File: src/rtl/uplink_manchester_tx.sv
// uplink_manchester_tx: frames a word as sync + MSB-first Manchester data + odd parity, with a bit-centre transmit clock.
module uplink_manchester_tx #(
  parameter int DATA_WIDTH    = 16,
  parameter int HALF_BIT_CLKS = 25,
  parameter int GAP_BITS      = 2
) (
  input  logic                  CLK_100MHZ,
  input  logic                  nRst,
  input  logic [DATA_WIDTH-1:0] tx_data,
  input  logic                  tx_valid,
  output logic                  tx_ready,
  output logic                  UpSig_Data,
  output logic                  UpSig_TClk,
  output logic                  tx_busy,
  output logic                  tx_done
);
  localparam int HW = $clog2(HALF_BIT_CLKS);
  typedef enum logic [2:0] {IDLE, SYNC, DATA, PARITY, GAP} state_t;
  state_t state, state_n;
  logic [HW-1:0] hcnt, hcnt_n;
  logic [15:0] hidx, hidx_n, halves;
  logic [DATA_WIDTH-1:0] sreg, sreg_n;
  logic par, par_n, half_end, field_end, data_n, tclk_n;
  always_comb begin
    halves = state == SYNC ? 16'd6 : state == DATA ? 16'(2 * DATA_WIDTH) :
             state == PARITY ? 16'd2 : 16'(2 * GAP_BITS);
    half_end = hcnt == HW'(HALF_BIT_CLKS - 1);
    field_end = half_end && hidx == halves - 16'd1;
    state_n = state;
    hcnt_n = half_end ? '0 : hcnt + HW'(1);
    hidx_n = half_end ? (field_end ? '0 : hidx + 16'd1) : hidx;
    sreg_n = sreg;
    par_n = par;
    if (state == IDLE) begin
      hcnt_n = '0;
      hidx_n = '0;
      if (tx_valid && tx_ready) begin
        state_n = SYNC;
        sreg_n = tx_data;
        par_n = ~^tx_data;
      end
    end else if (field_end) begin
      if (state == SYNC) state_n = DATA;
      else if (state == DATA) state_n = PARITY;
      else if (state == PARITY && GAP_BITS > 0) state_n = GAP;
      else state_n = IDLE;
    end
    if (state == DATA && half_end && hidx[0] && !field_end) sreg_n = sreg << 1;
    data_n = state_n == SYNC ? hidx_n < 16'd3 :
             state_n == DATA ? sreg_n[DATA_WIDTH-1] ^ hidx_n[0] :
             state_n == PARITY ? par_n ^ hidx_n[0] : 1'b0;
    tclk_n = (state_n == DATA || state_n == PARITY) && !hidx_n[0];
  end
  always_ff @(posedge CLK_100MHZ) begin
    if (!nRst) begin
      state      <= IDLE;
      hcnt       <= '0;
      hidx       <= '0;
      sreg       <= '0;
      par        <= 1'b0;
      tx_ready   <= 1'b0;
      UpSig_Data <= 1'b0;
      UpSig_TClk <= 1'b0;
      tx_busy    <= 1'b0;
      tx_done    <= 1'b0;
    end else begin
      state      <= state_n;
      hcnt       <= hcnt_n;
      hidx       <= hidx_n;
      sreg       <= sreg_n;
      par        <= par_n;
      tx_ready   <= state_n == IDLE;
      UpSig_Data <= data_n;
      UpSig_TClk <= tclk_n;
      tx_busy    <= state_n != IDLE;
      tx_done    <= state == PARITY && state_n != PARITY;
    end
  end
endmodule

File: config.mk
export PLATFORM = sky130hd
export DESIGN_NAME = uplink_manchester_tx
export DESIGN_NICKNAME = d
export VERILOG_FILES = /design/src/rtl/uplink_manchester_tx.sv
export SDC_FILE = /design/constraint.sdc
export NUM_CORES = 1
export LEC_CHECK = 0
export CORE_AREA = 2 2 71 73
export CTS_CLUSTER_DIAMETER = 40
export DETAILED_ROUTE_END_ITERATION = 8
export DIE_AREA = 0 0 73 75
export PLACE_DENSITY = 0.76
export SYNTH_ARGS = -nofsm -noshare
export SYNTH_HDL_FRONTEND = slang
export SYNTH_SLANG_ARGS = --single-unit
File: constraint.sdc
create_clock -name CLK_100MHZ -period 3.06 [get_ports CLK_100MHZ]
set_clock_uncertainty 0.15 [all_clocks]
set_input_delay 0.459 -clock CLK_100MHZ [delete_from_list [all_inputs] [get_ports CLK_100MHZ]]
set_output_delay 0.459 -clock CLK_100MHZ [all_outputs]
set_load 0.02 [all_outputs]
# Word level (Yosys, flattened, before mapping)
# Index checks and enable logic that the tools add are counted.
[op_classes] n_bitwise=3 n_mux=20 n_addsub=3 eq_ne=9 reduce_logical=20 order_cmp=1
[ops] operator="16-bit two-way mux" count=6
[ops] operator="3-bit two-way mux" count=7
[ops] operator="16-bit by 1-bit adder with 16-bit output (second input constant)" count=1
[ops] operator="16-bit equality test" count=1
[ops] operator="16-bit by 2-bit < comparator with 1-bit output (second input constant)" count=1
[ops] operator="16-bit XNOR reduction" count=1
[ops] operator="3-bit by 2-bit equality test with 1-bit output (second input constant)" count=4
[ops] operator="6-bit two-way mux" count=2
[ops] operator="1-bit logical AND" count=7
[ops] operator="6-bit by 1-bit subtractor with 7-bit output (second input constant)" count=1
[ops] operator="3-bit by 1-bit equality test with 1-bit output (second input constant)" count=2
[ops] operator="3-bit logical NOT" count=2
[ops] operator="5-bit by 1-bit adder with 5-bit output (second input constant)" count=1
[ops] operator="5-bit equality test (second input constant)" count=1
[ops] operator="1-bit two-way mux" count=5
[ops] operator="2-bit AND reduction" count=2
[ops] operator="2-bit nonzero test" count=2
[ops] operator="3-bit by 2-bit inequality test with 1-bit output (second input constant)" count=1
[ops] operator="3-bit nonzero test" count=1
[ops] operator="3-bit OR reduction" count=1
[ops] operator="1-bit logical NOT" count=2
[ops] operator="2-bit OR reduction" count=1
[ops] operator="1-bit XOR" count=2
[ops] operator="1-bit logical OR" count=1
[ops] operator="1-bit inverter" count=1
[totals] output_inout_bits=5 regBits=46 elab_cells=68 input_bits=19

# Depth between registers and ports, before layout
# Gate-level depths: netlist of run 1.
[logic_depth] word_depth=14 depth_mapped=11 ltp_nobuf=10

# Worst setup path before layout of run 1
# OpenSTA, ideal clock, no wires.
[synth_path] kind="register to register" start="register state[1]" end="register UpSig_Data" setup_slack_ps=412 t_arrival_ps=2381 setup_time_ps=117 path_buffers=1 stages_incl_launch_ff=12 period_less_slack_ps=2648 cell_sequence="dfxtp_1 inv_1 nor2_1 ha_1 inv_1 a2111o_1 nor4b_2 nand4_1 buf_6 or2_2 mux2i_1 a22o_1"
[synth_via] elab_chain_len=14
[synth_rtl] item="start, declared" line="19" source="state_t state, state_n;"
[synth_rtl] item="start signal, assigned" line="67" source="state <= state_n;"
[synth_rtl] item="branches (longest 13 deep; another with 16-bit by 2-bit < comparator with 1-bit output)"
[synth_rtl] item="1-bit two-way mux *" line="49" source="data_n = state_n == SYNC ? hidx_n < 16'd3 :"
[synth_rtl] item="end signal, assigned" line="73" source="UpSig_Data <= data_n;"
[synth_rtl] item="end, declared" line="12" source="output logic UpSig_Data,"
# Every way passes the cells marked *. The select of a mux whose other input is x is not followed.
# A chain may end at the register's enable or synchronous reset.

# Final worst setup path of run 1
[layout_path] start="register hidx[12]" end="register UpSig_Data"
[layout_via] elab_chain_len=9
[layout_rtl] item="start, declared" line="21" source="logic [15:0] hidx, hidx_n, halves;"
[layout_rtl] item="start signal, assigned" line="69" source="hidx <= hidx_n;"
[layout_rtl] item="branches (longest 8 deep; another with 16-bit by 1-bit adder with 16-bit output)"
[layout_rtl] item="1-bit two-way mux *" line="49"
# Every way passes the cells marked *.

==> results of run 1 <==
[routing by layer]
layer  vias to the layer above  wire length (um)
met5                         -                 0
met4                         0                85
met3                         9               142
met2                        34              2150
met1                       919              2500
li1                       1057                 -
[critical path, cell delays in order, from the launching register on]
cell and delay (ns):
dfxtp_1 0.37, or3_1 0.42, or4_1 0.45, nor4b_2 0.32
nand4_1 0.29, mux2_2 0.38, mux2i_1 0.13, a22o_1 0.23
[cells in the final DEF (no fill, tap or decap), types with 8 or more instances in the layout]
cell | synthesis | layout
xnor2_1 | 23 | 23
dfxtp_1 | 46 | 46
buf_4 | 0 | 10
o211a_1 | 15 | 15
nor2_1 | 30 | 29
nand3_1 | 16 | 16
clkdlybuf4s50_1 | 0 | 23
a21oi_1 | 9 | 9
nand2_1 | 33 | 33
xor2_1 | 16 | 16
inv_1 | 8 | 8
mux2i_1 | 20 | 20
[through the flow]
stage	hold slack, ns	instance area (um2)	power (mW)	std cells	worst slack, ns
4_1_cts	0.328	2910	1.28	368	0.143
6_report	0.319	2930	1.27	370	0.207
3_5_place_dp	0.310	2820	0.901	360	0.164
3_3_place_gp	0.294	2820	0.898	360	0.266
5_1_grt	0.343	2930	1.33	370	0.00800
2_1_floorplan	0.280	2540	0.827	291	0.412
[timing repair]
| action | in CTS | in global routing |
|---|---|---|
| buffers inserted | 0 | 2 |
| setup endpoints to repair | 0 | 14 |
| resized for setup | 0 | 1 |
[worst min-delay path by stage]
stage          startpoint  endpoint  depth (start not counted)
2_1_floorplan     hcnt[0]   hcnt[0]                          1
3_3_place_gp      hcnt[0]   hcnt[0]                          1
3_5_place_dp      hcnt[0]   hcnt[0]                          1
4_1_cts           hcnt[0]   hcnt[0]                          1
5_1_grt           hcnt[0]   hcnt[0]                          1
6_report          hcnt[0]   hcnt[0]                          1
[layout make-up]
class | count | area (um2)
fillers | 385 | 1730
clock buffers | 7 | 86.3
repair buffers | 33 | 305
well taps | 54 | 67.6
clock inverters | 1 | 5.00
multi-input cells | 221 | 1510
flip-flops and latches | 46 | 921
inverters | 8 | 30.0
[power by group]
group	switching (mW)	internal, mW	total [mW]
combinational	0.117	0.129	0.246
clock	0.200	0.182	0.383
sequential	0.0171	0.625	0.642
total	0.335	0.936	1.27
[flip-flops by register name, summed over array words and instances, names as in the netlist]
signal	cells
sreg	16
tx_done	1
UpSig_Data	1
state	3
hidx	16
tx_ready	1
UpSig_TClk	1
hcnt	5
par	1
tx_busy	1
[kinds of logic (layout without fill, tap and decap cells)]
logic type      count (synthesis)  count (layout)  synth area share (%)
fa+ha+maj                       4               4                  1.97
mux                            23              23                  9.22
xor+xnor                       39              39                  13.5
flops                          46              46                  36.3
buf+inv                        24              49                  4.19
compound gates                 39              39                  12.5
simple gates                  116             116                  22.4
==> flow_summary.toml, run 1 <==
[status]
status = "finished clean"

[global_route]
use_met1_pct = 25.5
met3_usage_pct = 4.42
antenna_found_initial = 0
grt_max_degree = 32
track_usage_pct = 19.1
first_global_vias = 1831
gr-total-overflow = 0
use_met2_pct = 30.4
grt_busiest_layer = "met2"
grt_pass1_wl_um = 8160

[cells_and_area]
post-route-util_pct = 62.8
area_growth_pct = 15.4
drive_gt1_share_pct = 8.86
nets = 338
diodes = 0

[yosys]
netlist-cell-type-count = 45
synth_top_area_share_pct = 36.3
synth.most_common_cell = "dfxtp_1"
syn_avg_cell_area_um2 = 8.72
synthCells = 291
synth-seq-cells = 46
ys_warn_count = 0
ys.flop_type = "dfxtp_1"
synth_commonest_cells = "46 x dfxtp_1, 33 x nand2_1, 30 x nor2_1"
async_reset_ff_share_pct = 0
synth_fp_nets = 314
synth-edff-count = 0
yosysSeqAreaShare_pct = 36.3
netlist_top_cells_area = "dfxtp_1 36%, xnor2_1 7.9%, mux2i_1 7.9%"
syn_area_um2 = 2540
synth_largest_area_cell = "dfxtp_1"

[placed_design]
place.gp.congestion = 0.860
portBuffers = 23
hpwl_um = 3550

[timing]
final_max_slew_viol_count = 0
min_period_over_period_pct = 93.2
rsz0062_at_grt = "false"
slew_headroom_pct = 64.9
min_period_ns = 2.85
finalHoldViolCount = 0
setup_violations = 0
fmax_mhz = 351
tightest_slew_ns = 0.525
fin_tns_setup_ns = 0

[clock_network]
cts_made_buffers = 5
tritoncts = "built"
root_buffer = "clkbuf_8"
cts.sinks = 46
path_clk_slew_ns = 0.09
hold_buffers = 0
cts_buffer_depth = 2
clkLatencyLatePin_ns = 0.30
htree_levels = 2

[critical_path]
crit_end = "UpSig_Data"
critPathKind = "reg -> reg"
reg2reg_slack_ns = 0.21
cp.arrival_ns = 2.89
crit_fanout = 7
rr_worst_depth = 7
reg2reg_from = "hidx[12]"
worstReg2RegEnd = "UpSig_Data"
crit_required_ns = 3.10
end_kind = "register"
crit_start = "hidx[12]"
cp-start-kind = "register"

[power]
power_density_nw_per_um2 = 434
vdd_ir_drop_max_mv = 0.222
p_leak_nw = 1.23

[floorplanning]
core_um2 = 4660
die_w_um = 73
num_io_pins = 24
dieArea_um2 = 5480
rows = 25
dieHeight_um = 75
initial_core_util_pct = 54.4

[route]
drcViolationCount = 0
vias = 2019
wl_per_cell_um = 13.2
via_per_inst = 5.46
drt-pass1-iter-count = 4
ant_nets = 0
drt_iter0_markers = 189
finalWirelength_um = 4880

[flow_run]
drv_cap = 0

[min_path]
hold_class = "reg -> reg"
(Power assumes the default switching activity.)
==> run 2: changes to the inputs <==
CORE_AREA = 2 2 75 77   (was 2 2 71 73)
DIE_AREA = 0 0 77 79   (was 0 0 73 75)
MAX_ROUTING_LAYER = met4   (was unset)
PLACE_DENSITY = 0.69   (was 0.76)
==> flow_summary.toml, run 2 (same netlist as run 1, synthesis figures left out) <==
[timing]
fmax_mhz = 355
setup_violations = 0
rsz0062_at_grt = "false"
setup_ws_ns = 0.239
min_period_ns = 2.82
fin_tns_setup_ns = 0
tightest_slew_ns = 0.596
final_max_slew_viol_count = 0
finalHoldViolCount = 0
slew_headroom_pct = 60.1
min_period_over_period_pct = 92.2

[power]
p_leak_nw = 1.22
vdd_ir_drop_max_mv = 0.321
power_density_nw_per_um2 = 435

[cells_and_area]
final_common_cell = "dfxtp_1"
layout.area.seq_um2 = 921
area_growth_pct = 15.7
multi_input_area_um2 = 1510
diodes = 0
final_cell_mix = "46 x dfxtp_1, 33 x nand2_1, 30 x nor2_1, 23 x xnor2_1, 23 x clkdlybuf4s50_1"
drive_gt1_share_pct = 8.28
fin_cells = 386
reg.largest.list = "hidx x16, sreg x16, hcnt x5"
nets = 336
fill_cells = 519

[clock_network]
cts_buffer_depth = 2
cts_setup_buffers = 0
hold_buffers = 0
cts_made_buffers = 5
htree_levels = 2
root_buffer = "clkbuf_8"
clkLatencyLatePin_ns = 0.31
tritoncts = "built"
cts.sinks = 46
cts_resized = 0
path_clk_slew_ns = 0.08

[floorplanning]
dieArea_um2 = 6080
dieHeight_um = 79
core_um2 = 5340
die_w_um = 77
num_io_pins = 24
initial_core_util_pct = 47.5
rows = 27

[placed_design]
portBuffers = 23
hpwl_um = 3750
pre_cts_ws_ns = 0.288
place.gp.congestion = 0.891
place_inst = 378

[critical_path]
crit_chain = "inv_1 -> nor2_1 -> ha_1 -> inv_1 -> a2111o_1 -> nor4b_2 -> nand4_1 -> or2_2 -> mux2i_1 -> a22o_1"
crit_slowest_cell = "a2111o_1"
cp-start-kind = "register"
crit_fanout = 5
cp.arrival_ns = 2.87
end_kind = "register"
max_stage_delay_ns = 0.41
critPathKind = "reg -> reg"
critPathTopFamily = "simple AND/OR/NAND/NOR gates"
crit_required_ns = 3.11
cp_num_buf_inv = 2
cp_common_cell = "inv_1"

[route]
via_per_inst = 5.37
wl_per_cell_um = 13.4
vias = 2072
ant_nets = 0
drt_iter0_markers = 62
finalWirelength_um = 5180
drcViolationCount = 0
drt-pass1-iter-count = 4

[flow_run]
drv_cap = 0

[global_route]
first_global_vias = 1996
grt_pass1_wl_um = 8630
gr-total-overflow = 0
antenna_found_initial = 0
grt_max_degree = 19
track_usage_pct = 18.1

[min_path]
hold_class = "reg -> reg"

[status]
status = "finished clean"
-- run 2: changes by cell type in the layout (fill, tap and decap cells not counted), sizes merged --
cell	change
clkbuf	-1
buf	-2
clkinvlp	+1
-- run 2: per-layer routing --
metal  up-vias  part of all wire, %  GRT usage (%)
met5         -                    0              -
met4         0                  2.6           7.68
met3        16                  4.3           3.75
met2        58                   47           30.9
met1       956                   46           20.8
li1       1042                    -              -
-- run 2: final timing paths --
kind	startpoint	endpoint	slack, ns	depth (start not counted)
setup reg to reg	state[1]	UpSig_Data	0.24	10
hold reg to reg	hcnt[0]	hcnt[0]	0.32	1
hold / removal	hcnt[0]	hcnt[0]	0.32	1
setup / recovery	state[1]	UpSig_Data	0.24	10
-- run 2: cell type report --
cell class / count / share of cell area, %
Clock buffer: 6 / 2.81
Clock inverter: 2 / 0.426
Inverter: 8 / 1.02
Multi-Input combinational cell: 221 / 51.4
Sequential cell: 46 / 31.4
Tap cell: 72 / 3.07
Timing Repair Buffer: 31 / 9.88
-- run 2: where the power goes --
group          switching, mW  internal, mW
clock network          0.211         0.182
registers             0.0165         0.625
logic                  0.117         0.127
-- run 2: metrics by stage --
stage	utilization [%]	power [mW]	instance area, um2	hold slack, ns
2_1_floorplan	-	0.827	2540	0.280
3_3_place_gp	53.2	0.896	2840	0.294
3_5_place_dp	53.2	0.899	2840	0.310
4_1_cts	55.0	1.29	2940	0.329
5_1_grt	55.0	1.35	2940	0.361
6_report	55.0	1.28	2940	0.321
-- run 2: worst reg2reg max path: stages, from the launching register on --
cell and delay, ns:
dfxtp_1 0.39, inv_1 0.10, nor2_1 0.18, ha_1 0.20
inv_1 0.05, a2111o_1 0.41, nor4b_2 0.26, nand4_1 0.25
or2_2 0.37, mux2i_1 0.15, a22o_1 0.21
